File: src/rtl/alu_seq_pkg.sv
// Shared types and helpers for the ALU operation sequencer.
//   - seq_state_t  : sequencer FSM states
//   - shift_type_t : shift/rotate kind carried by a shift command
//   - OP_*         : ALU operation codes
//   - SINGLE_STEPS / PAIR_STEPS : 2-bit beats per 8-bit / 16-bit pass
//   - plan_shift() : splits a bit count into 2-bit steps plus an odd 1-bit pass
package alu_seq_pkg;

  localparam logic [2:0] OP_ADD = 3'd0;
  localparam logic [2:0] OP_ADC = 3'd1;
  localparam logic [2:0] OP_SUB = 3'd2;
  localparam logic [2:0] OP_SBC = 3'd3;
  localparam logic [2:0] OP_AND = 3'd4;
  localparam logic [2:0] OP_OR  = 3'd5;
  localparam logic [2:0] OP_XOR = 3'd6;
  localparam logic [2:0] OP_MOV = 3'd7;

  localparam int SINGLE_STEPS = 4;
  localparam int PAIR_STEPS   = 8;

  typedef enum logic [1:0] {
    ST_IDLE = 2'd0,
    ST_RUN  = 2'd1,
    ST_ROR1 = 2'd2,
    ST_DONE = 2'd3
  } seq_state_t;

  typedef enum logic [1:0] {
    SH_ROR = 2'd0,
    SH_SHR = 2'd1,
    SH_SAR = 2'd2,
    SH_SHL = 2'd3
  } shift_type_t;

  // Returns {k[2:0], odd}: k 2-bit steps for the timed pass, odd selects
  // the trailing 1-bit pass. Single registers only rotate modulo 8.
  function automatic logic [3:0] plan_shift(input logic [3:0] count, input logic pair);
    logic [3:0] c;
    c = count & (pair ? 4'd15 : 4'd7);
    return {c[3:1], c[0]};
  endfunction

endpackage

File: src/rtl/alu_op_sequencer.sv
// Issues one command at a time to the bit-serial ALU / register file.
// Ports:
//   clk, reset              clock, synchronous active-high reset
//   cmd_*                   command fields, valid/ready handshake (ready only in IDLE)
//   ext_data_valid          external operand beat present this cycle
//   alu_op_done             ALU signals its last step of the current pass
//   alu_*                   ALU control lines, zero outside RUN/ROR1
//   resp_valid              one-cycle pulse when the command retires
//   busy                    sequencer not idle
module alu_op_sequencer
  import alu_seq_pkg::*;
#(
  parameter int LOG2_NR    = 4,
  parameter int OP_BITS    = 3,
  parameter int STATE_BITS = 3
) (
  input  logic                  clk,
  input  logic                  reset,
  input  logic                  cmd_valid,
  output logic                  cmd_ready,
  input  logic                  cmd_shift,
  input  logic [OP_BITS-1:0]    cmd_op,
  input  logic [1:0]            cmd_shift_type,
  input  logic [3:0]            cmd_count,
  input  logic [LOG2_NR-1:0]    cmd_reg1,
  input  logic [LOG2_NR-1:0]    cmd_reg2,
  input  logic                  cmd_pair,
  input  logic                  cmd_ext_arg2,
  input  logic                  cmd_update_flags,
  input  logic                  ext_data_valid,
  input  logic                  alu_op_done,
  output logic [OP_BITS-1:0]    alu_operation,
  output logic [LOG2_NR-1:0]    alu_reg1,
  output logic [LOG2_NR-1:0]    alu_reg2,
  output logic                  alu_pair_op,
  output logic                  alu_pair_op2,
  output logic                  alu_update_reg1,
  output logic                  alu_external_arg2,
  output logic                  alu_regfile_en,
  output logic                  alu_advance,
  output logic                  alu_rotate,
  output logic                  alu_timed_rotate,
  output logic                  alu_do_ror1,
  output logic                  alu_last_ror1,
  output logic                  alu_do_shr,
  output logic                  alu_do_sar,
  output logic                  alu_do_shl,
  output logic [STATE_BITS-1:0] alu_rotate_count,
  output logic                  alu_update_carry_flags,
  output logic                  alu_update_other_flags,
  output logic                  resp_valid,
  output logic                  busy
);

  localparam logic [2:0] SINGLE_LAST = 3'(SINGLE_STEPS - 1);
  localparam logic [2:0] PAIR_LAST   = 3'(PAIR_STEPS - 1);

  seq_state_t state_reg, state_next;

  logic [OP_BITS-1:0] op_reg;
  logic [LOG2_NR-1:0] reg1_reg, reg2_reg;
  shift_type_t        type_reg;
  logic [2:0]         k_reg;
  logic               shift_reg, pair_reg, ext_reg, upd_reg, odd_reg;
  logic [2:0]         beat_reg, beat_next;

  logic [3:0] plan;
  logic       accept, run, ror, active, advance, last_beat, final_pass;

  assign plan   = plan_shift(cmd_count, cmd_pair);
  assign accept = cmd_valid && (state_reg == ST_IDLE);

  always_ff @(posedge clk) begin
    if (reset) begin
      state_reg <= ST_IDLE;
      beat_reg  <= '0;
      op_reg    <= '0;
      reg1_reg  <= '0;
      reg2_reg  <= '0;
      type_reg  <= SH_ROR;
      k_reg     <= '0;
      shift_reg <= 1'b0;
      pair_reg  <= 1'b0;
      ext_reg   <= 1'b0;
      upd_reg   <= 1'b0;
      odd_reg   <= 1'b0;
    end else begin
      state_reg <= state_next;
      beat_reg  <= beat_next;
      if (accept) begin
        op_reg    <= cmd_op;
        reg1_reg  <= cmd_reg1;
        reg2_reg  <= cmd_reg2;
        type_reg  <= shift_type_t'(cmd_shift_type);
        k_reg     <= plan[3:1];
        shift_reg <= cmd_shift;
        pair_reg  <= cmd_pair;
        ext_reg   <= cmd_ext_arg2;
        upd_reg   <= cmd_update_flags;
        // ALU ops never take the 1-bit pass, so their final pass is RUN.
        odd_reg   <= cmd_shift && plan[0];
      end
    end
  end

  always_comb begin
    state_next = state_reg;
    beat_next  = beat_reg;

    run        = (state_reg == ST_RUN);
    ror        = (state_reg == ST_ROR1);
    active     = run || ror;
    // External-operand commands only step when a data beat is present.
    advance    = active && (!ext_reg || ext_data_valid);
    last_beat  = (beat_reg == (pair_reg ? PAIR_LAST : SINGLE_LAST));
    final_pass = (run && !odd_reg) || ror;

    case (state_reg)
      ST_IDLE: begin
        if (cmd_valid) begin
          if (!cmd_shift || (plan[3:1] != 3'd0)) state_next = ST_RUN;
          else if (plan[0])                      state_next = ST_ROR1;
          else                                   state_next = ST_DONE;
        end
      end
      ST_RUN: begin
        // A done indication during a stall is not the real last step.
        if (advance && alu_op_done) state_next = (shift_reg && odd_reg) ? ST_ROR1 : ST_DONE;
      end
      ST_ROR1: begin
        if (advance) begin
          if (last_beat) begin
            state_next = ST_DONE;
            beat_next  = '0;
          end else begin
            beat_next = beat_reg + 3'd1;
          end
        end
      end
      ST_DONE: state_next = ST_IDLE;
      default: state_next = ST_IDLE;
    endcase

    cmd_ready              = (state_reg == ST_IDLE);
    busy                   = (state_reg != ST_IDLE);
    resp_valid             = (state_reg == ST_DONE);

    alu_operation          = (active && !shift_reg) ? op_reg : '0;
    alu_reg1               = active ? reg1_reg : '0;
    alu_reg2               = active ? reg2_reg : '0;
    alu_pair_op            = active && pair_reg;
    alu_pair_op2           = active && pair_reg && !shift_reg;
    alu_update_reg1        = run && !shift_reg;
    alu_external_arg2      = active && ext_reg;
    alu_regfile_en         = advance;
    alu_advance            = advance;
    alu_rotate             = active && shift_reg;
    alu_timed_rotate       = run && shift_reg;
    alu_do_ror1            = ror;
    alu_last_ror1          = ror && last_beat;
    alu_do_shr             = active && shift_reg && (type_reg == SH_SHR);
    alu_do_sar             = active && shift_reg && (type_reg == SH_SAR);
    alu_do_shl             = active && shift_reg && (type_reg == SH_SHL);
    alu_rotate_count       = (run && shift_reg) ? STATE_BITS'(k_reg) : '0;
    alu_update_carry_flags = final_pass && upd_reg;
    alu_update_other_flags = final_pass && upd_reg;
  end

endmodule
File: config.mk
export PLATFORM = sky130hd
export DESIGN_NAME = alu_op_sequencer
export DESIGN_NICKNAME = d
export VERILOG_FILES = /design/src/rtl/alu_seq_pkg.sv /design/src/rtl/alu_op_sequencer.sv
export SDC_FILE = /design/constraint.sdc
export NUM_CORES = 1
export LEC_CHECK = 0
export CAP_MARGIN = 20
export CORE_MARGIN = 2
export CORE_UTILIZATION = 45
export DETAILED_ROUTE_END_ITERATION = 10
export PLACE_DENSITY = 0.94
export SETUP_SLACK_MARGIN = 0.4
export SYNTH_ARGS = -nofsm -noshare
export SYNTH_HDL_FRONTEND = slang
export SYNTH_SLANG_ARGS = --single-unit
File: constraint.sdc
create_clock -name clk -period 3.88 [get_ports clk]
set_input_delay 1.164 -clock clk [delete_from_list [all_inputs] [get_ports clk]]
set_output_delay 1.164 -clock clk [all_outputs]
set_load 0.1 [all_outputs]
=== Yosys cells after proc, flatten, opt, wreduce, memory -nomap -nowiden ===
Index checks and enable logic that the tools add are counted.

* Add/sub/neg operators: 1
* $mul: 0
* Divide/modulo/power cells: 0
* $lt $le $gt $ge: 0
* Equal/unequal tests: 11
* Shifts and indexed selects: 0
* Multiplexer cells: 15
* Bitwise operators: 1
* Reduce and logical (&&, ||, !) cells: 31

{| class="wikitable"
|+ Operators by type and width
! kind !! count
|-
| $logic_and A1 B1 Y1 || 18
|-
| $mux W3 || 4
|-
| $mux W4 || 3
|-
| $mux W2 || 5
|-
| $eq A2 B2 Y1 const B || 4
|-
| $pmux W2 S4 || 1
|-
| $and A4 B4 Y4 || 1
|-
| $eq A2 B1 Y1 const B || 2
|-
| $logic_not A1 Y1 || 4
|-
| $logic_or A1 B1 Y1 || 4
|-
| $ne A2 B1 Y1 const B || 2
|-
| $ne A2 B2 Y1 const B || 2
|-
| $reduce_and A4 Y1 || 1
|-
| $add A3 B1 Y3 const B || 1
|-
| $eq A3 B3 Y1 || 1
|-
| $reduce_bool A3 Y1 || 1
|-
| $logic_not A2 Y1 || 1
|-
| $mux W1 || 2
|-
| $reduce_and A2 Y1 || 1
|-
| $reduce_bool A2 Y1 || 1
|}

* Flip-flop bits (word level): 26
* Latch bits: 0
* RAM bits: 0
* Memory bits (read-only): 0
* Input bits: 26
* Output and inout bits: 32
* Logic and storage cells: 71
* Memories: 0

=== Longest topological paths before layout ===
* Depth after elaboration: 7
* Mapped depth: 7
* Depth with buffers taken out: 6

=== Worst setup path after synthesis ===
Ideal clock, no wire load.

* Path type: register to output
* From: register state_reg[1]
* To: output alu_do_sar
* Arrival time: 3.114 ns
* Data required time: 2.716 ns
* Setup slack: -0.398 ns
* Stages on the path, launching flop included: 7
* Buffers on the path: 1
* Path through: dfxtp_1 > inv_1 > ha_1 > clkbuf_1 > and2_1 > nand2_1 > nor2_1

* Cells in the longest elaborated chain, start to end: 4
* Elaborated cells on any way between the ends: 5
* Classes of those cells: eq/ne (2); reduce/logical (3)

{| class="wikitable"
|+ Ends and longest elaborated chain
! what !! RTL line !! source
|-
| start, declared || alu_op_sequencer.sv:58 || <nowiki>seq_state_t state_reg, state_next;</nowiki>
|-
| start signal, assigned || alu_op_sequencer.sv:88 || <nowiki>state_reg <= state_next;</nowiki>
|-
| $eq A2 B1 Y1 / $eq A2 B2 Y1 (equally long branches) || alu_op_sequencer.sv:110, alu_op_sequencer.sv:111 ||
|-
| $logic_or A1 B1 Y1 (*) || alu_op_sequencer.sv:112 || <nowiki>active = run || ror;</nowiki>
|-
| $logic_and A1 B1 Y1 (*) || -- ||
|-
| named net alu_rotate || alu_op_sequencer.sv:41 || <nowiki>output logic alu_rotate,</nowiki>
|-
| $logic_and A1 B1 Y1 (*) || alu_op_sequencer.sv:162 || <nowiki>alu_do_sar = active && shift_reg && (type_reg == SH_SAR);</nowiki>
|-
| end, declared || alu_op_sequencer.sv:46 || <nowiki>output logic alu_do_sar,</nowiki>
|}

The timed path passes the listed nets; every way through them passes the cells marked *.

=== Worst setup path after layout ===
* From: input ext_data_valid
* To: output alu_advance

* Cells in the longest elaborated chain, start to end: 2

{| class="wikitable"
|+ Ends and longest elaborated chain
! what !! RTL line !! source
|-
| start, declared || alu_op_sequencer.sv:30 || <nowiki>input logic ext_data_valid,</nowiki>
|-
| $logic_or A1 B1 Y1 || alu_op_sequencer.sv:114 || <nowiki>advance = active && (!ext_reg || ext_data_valid);</nowiki>
|-
| $logic_and A1 B1 Y1 || alu_op_sequencer.sv:114 ||
|-
| end, declared || alu_op_sequencer.sv:40 || <nowiki>output logic alu_advance,</nowiki>
|}

Every way passes these cells.

==> summary.txt <==
Synthesis
  – Syn. warnings: 0
  – Synth Area in Compound Gates: 14.33%
  – Most common flop cell mapped by yosys: dfxtp_1
  – Sequential area share after synthesis: 39.47%
  – Asr flop ratio synth: 0%
  – Synth Area in Simple Gates: 33.21%
  – Distinct cells, synth: 28
  – Syn Nets: 203
  – Syn Inst Count: 171
  – Number of synthesized register bits: 26
  – Number of flops mapped to enable cells by yosys: 0
  – Mux share of post-synthesis cell area: 1.518%
  – Largest family of logic cells by synthesized area: simple AND/OR/NAND/NOR gates
  – Syn Area/Cell: 7.712 µm²
  – Synth Area in Adders: 5.693%
  – Synthesized cell area: 0.001319 mm²
  – Xor/xnor cell area share of the yosys netlist: 0.6641%

Floorplan
  – Die footprint: 0.003380 mm²
  – Die span in y: 58.14 µm
  – Core ar.: 0.002781 mm²
  – Boundary Pins: 58
  – Effective utilization at floorplan: 47.41%
  – Die Wd: 58.14 µm
  – Standard-cell row count: 19

STA
  – Final setup vio count: 0
  – Max-slew headroom: 51.00%
  – Hold violation total from the final report: 0
  – Max Clock Freq: 0.2975 GHz
  – Layout Skew: 6.147 ps
  – Fin Hold WS: 459.8 ps
  – Unrepaired setup endpoints after global routing: false
  – Final Max Slew Viols: 0
  – Measured slew at the worst slew-check pin: 735.1 ps
  – Fin Setup TNS: 0 ps
  – Final worst slack: 519.0 ps
  – Final period utilization: 86.62%
  – Tmin final: 3361 ps

Finish
  – FILL cells: 243
  – Fin util: 67.75%
  – Layout cells sized above 1: 21.62%
  – Final Non-Filler Cells: 253
  – # diodes: 0
  – Synth-to-layout area growth: 42.88%
  – Commonest non-fill, non-tap cell in the layout: nand2_1
  – Most frequent cells in the layout: 45 x nand2_1, 32 x buf_4, 26 x dfxtp_1
  – Nets: 256
  – Final Instance Area: 0.001884 mm²

CTS
  – Clk slew on worst S/H paths: 140 ps
  – CTS-repair resized insts: 0
  – Hold buffers post-CTS: 0
  – Later-pin clock latency in the skew report: 320 ps
  – CTS Buf Count: 3
  – CTS tree: yes
  – Clock root cell: clkbuf_4
  – Longest Clk Path Bufs: 2
  – Setup bufs post-CTS: 0
  – Clock H-tree levels: 1
  – Clock Sinks: 26

Job
  – Max Cap Viol: 0

Drt
  – DR WL/cell: 12.64 µm
  – Routed wl met3: 183 µm
  – Final WL: 3197 µm
  – 1st-pass router iterations: 4
  – DRT met1 WL: 1370 µm
  – Via density: 5.134
  – Uppermost routed layer: met4
  – 1st-iter DRT viols: 13
  – Remaining DRCs: 0
  – Vias: 1,299
  – Remaining antenna violation count after routing: 0
  – Metal2 WL: 1596 µm

Power
  – P_int: 656.4 µW
  – Sw frac: 58.88%
  – Combinational share of power: 71.4%
  – NetSw: 940.1 µW
  – PD cells: 847.3 mW/mm²
  – Lkg Pwr: 0.8391 nW
  – Max VDD drop: 0.7552 mV
  – Clock share of power: 7.1%
  – Seq pwr share: 21.5%
  – Power, Total: 1.597 mW

Place
  – DP Cell Count: 250
  – I/O Buffers: 57
  – Area of placed instances: 0.001862 mm²
  – Place WS: 513.6 ps
  – HPWL Detailed: 2418 µm
  – GP Congestion: 0.8259

Critical path
  – Worst Reg-to-Reg Cells: 5
  – CP Class: primary input to output pin
  – Arr. time, crit path: 2200 ps
  – Worst endpoint required time: 2720 ps
  – Setup crit start kind: primary input
  – CP max FO: 5
  – Crit. End Element: output pin

Global route
  – First-pass GRT wire length: 5485 µm
  – Initial antenna violation count: 0
  – GRT overflow: 0
  – Largest net degree at the start of global routing: 23
  – GRT Resource Usage Total: 20.79%
  – Number of global-route vias before repair: 1,278

Status
  – Status: finished clean

Hold path
  – Hold Crit Depth: 2
  – Min-Delay Path Class: register to register
==> routing by layer <==
metal / up-vias / global-route usage, %
li1: 663 / -
met1: 588 / 25.72
met2: 42 / 35.71
met3: 6 / 4.241
met4: 0 / 7.309
met5: - / 0
==> power by group through the flow <==
stage	Sequential, mW	Combinational [mW]	Clock [mW]
2_1_floorplan	0.343	0.880	0
3_3_place_gp	0.349	1.13	0
3_5_place_dp	0.351	1.14	0
4_1_cts	0.344	1.15	0.114
5_1_grt	0.352	1.21	0.129
6_report	0.344	1.14	0.113
==> cells in the mapped netlist, drive strengths merged (2+ instances only) <==
| cell | count | share of area (%) |
|---|---|---|
| clkbuf | 9 | 2.6 |
| a21oi | 23 | 8.7 |
| and3 | 6 | 2.8 |
| inv | 5 | 1.4 |
| nor2b | 3 | 1.4 |
| ha | 6 | 5.7 |
| mux2i | 2 | 1.5 |
| buf | 2 | 1.1 |
| nand2 | 45 | 13 |
| and2 | 19 | 9.0 |
| nor2 | 7 | 2.0 |
| nand3 | 3 | 1.5 |
| dfxtp | 26 | 39 |
| nand2b | 2 | 0.95 |
==> worst paths after layout <==
| check | startpoint | slack (ps) | end |
|---|---|---|---|
| max | ext_data_valid | 520 | alu_advance |
| min | reg2_reg[0]$_SDFFE_PP0P_ | 460 | reg2_reg[0]$_SDFFE_PP0P_ |
| max reg2reg | state_reg[0]$_SDFFE_PP0P_ | 2110 | odd_reg$_SDFFE_PP0P_ |
| min reg2reg | reg2_reg[0]$_SDFFE_PP0P_ | 460 | reg2_reg[0]$_SDFFE_PP0P_ |
==> cell families after synthesis <==
kind of cell / after synthesis
AOI/OAI and AO/OA: 31
muxes: 2
xor gates and xnor gates: 1
DFF: 26
and+or+nand+nor: 89
adders and majority gates: 6
buffers and inverters: 16
==> worst max-delay path, cell delays in order <==
cell and delay [ps]:
clkdlybuf4s50_1 440, nand2b_1 170, and2_2 240, buf_12 190
==> final cells by class <==
class | count | area [µm²] | area share [%]
sequential | 26 | 520.5 | 27.62
multi-input combinational | 129 | 753.2 | 39.97
clock buffer | 3 | 22.52 | 1.195
timing repair buffer | 59 | 530.5 | 28.15
tap | 31 | 38.79 | 2.058
inverter | 5 | 18.77 | 0.9960
No activity file was read; power rests on OpenSTA's default activity.
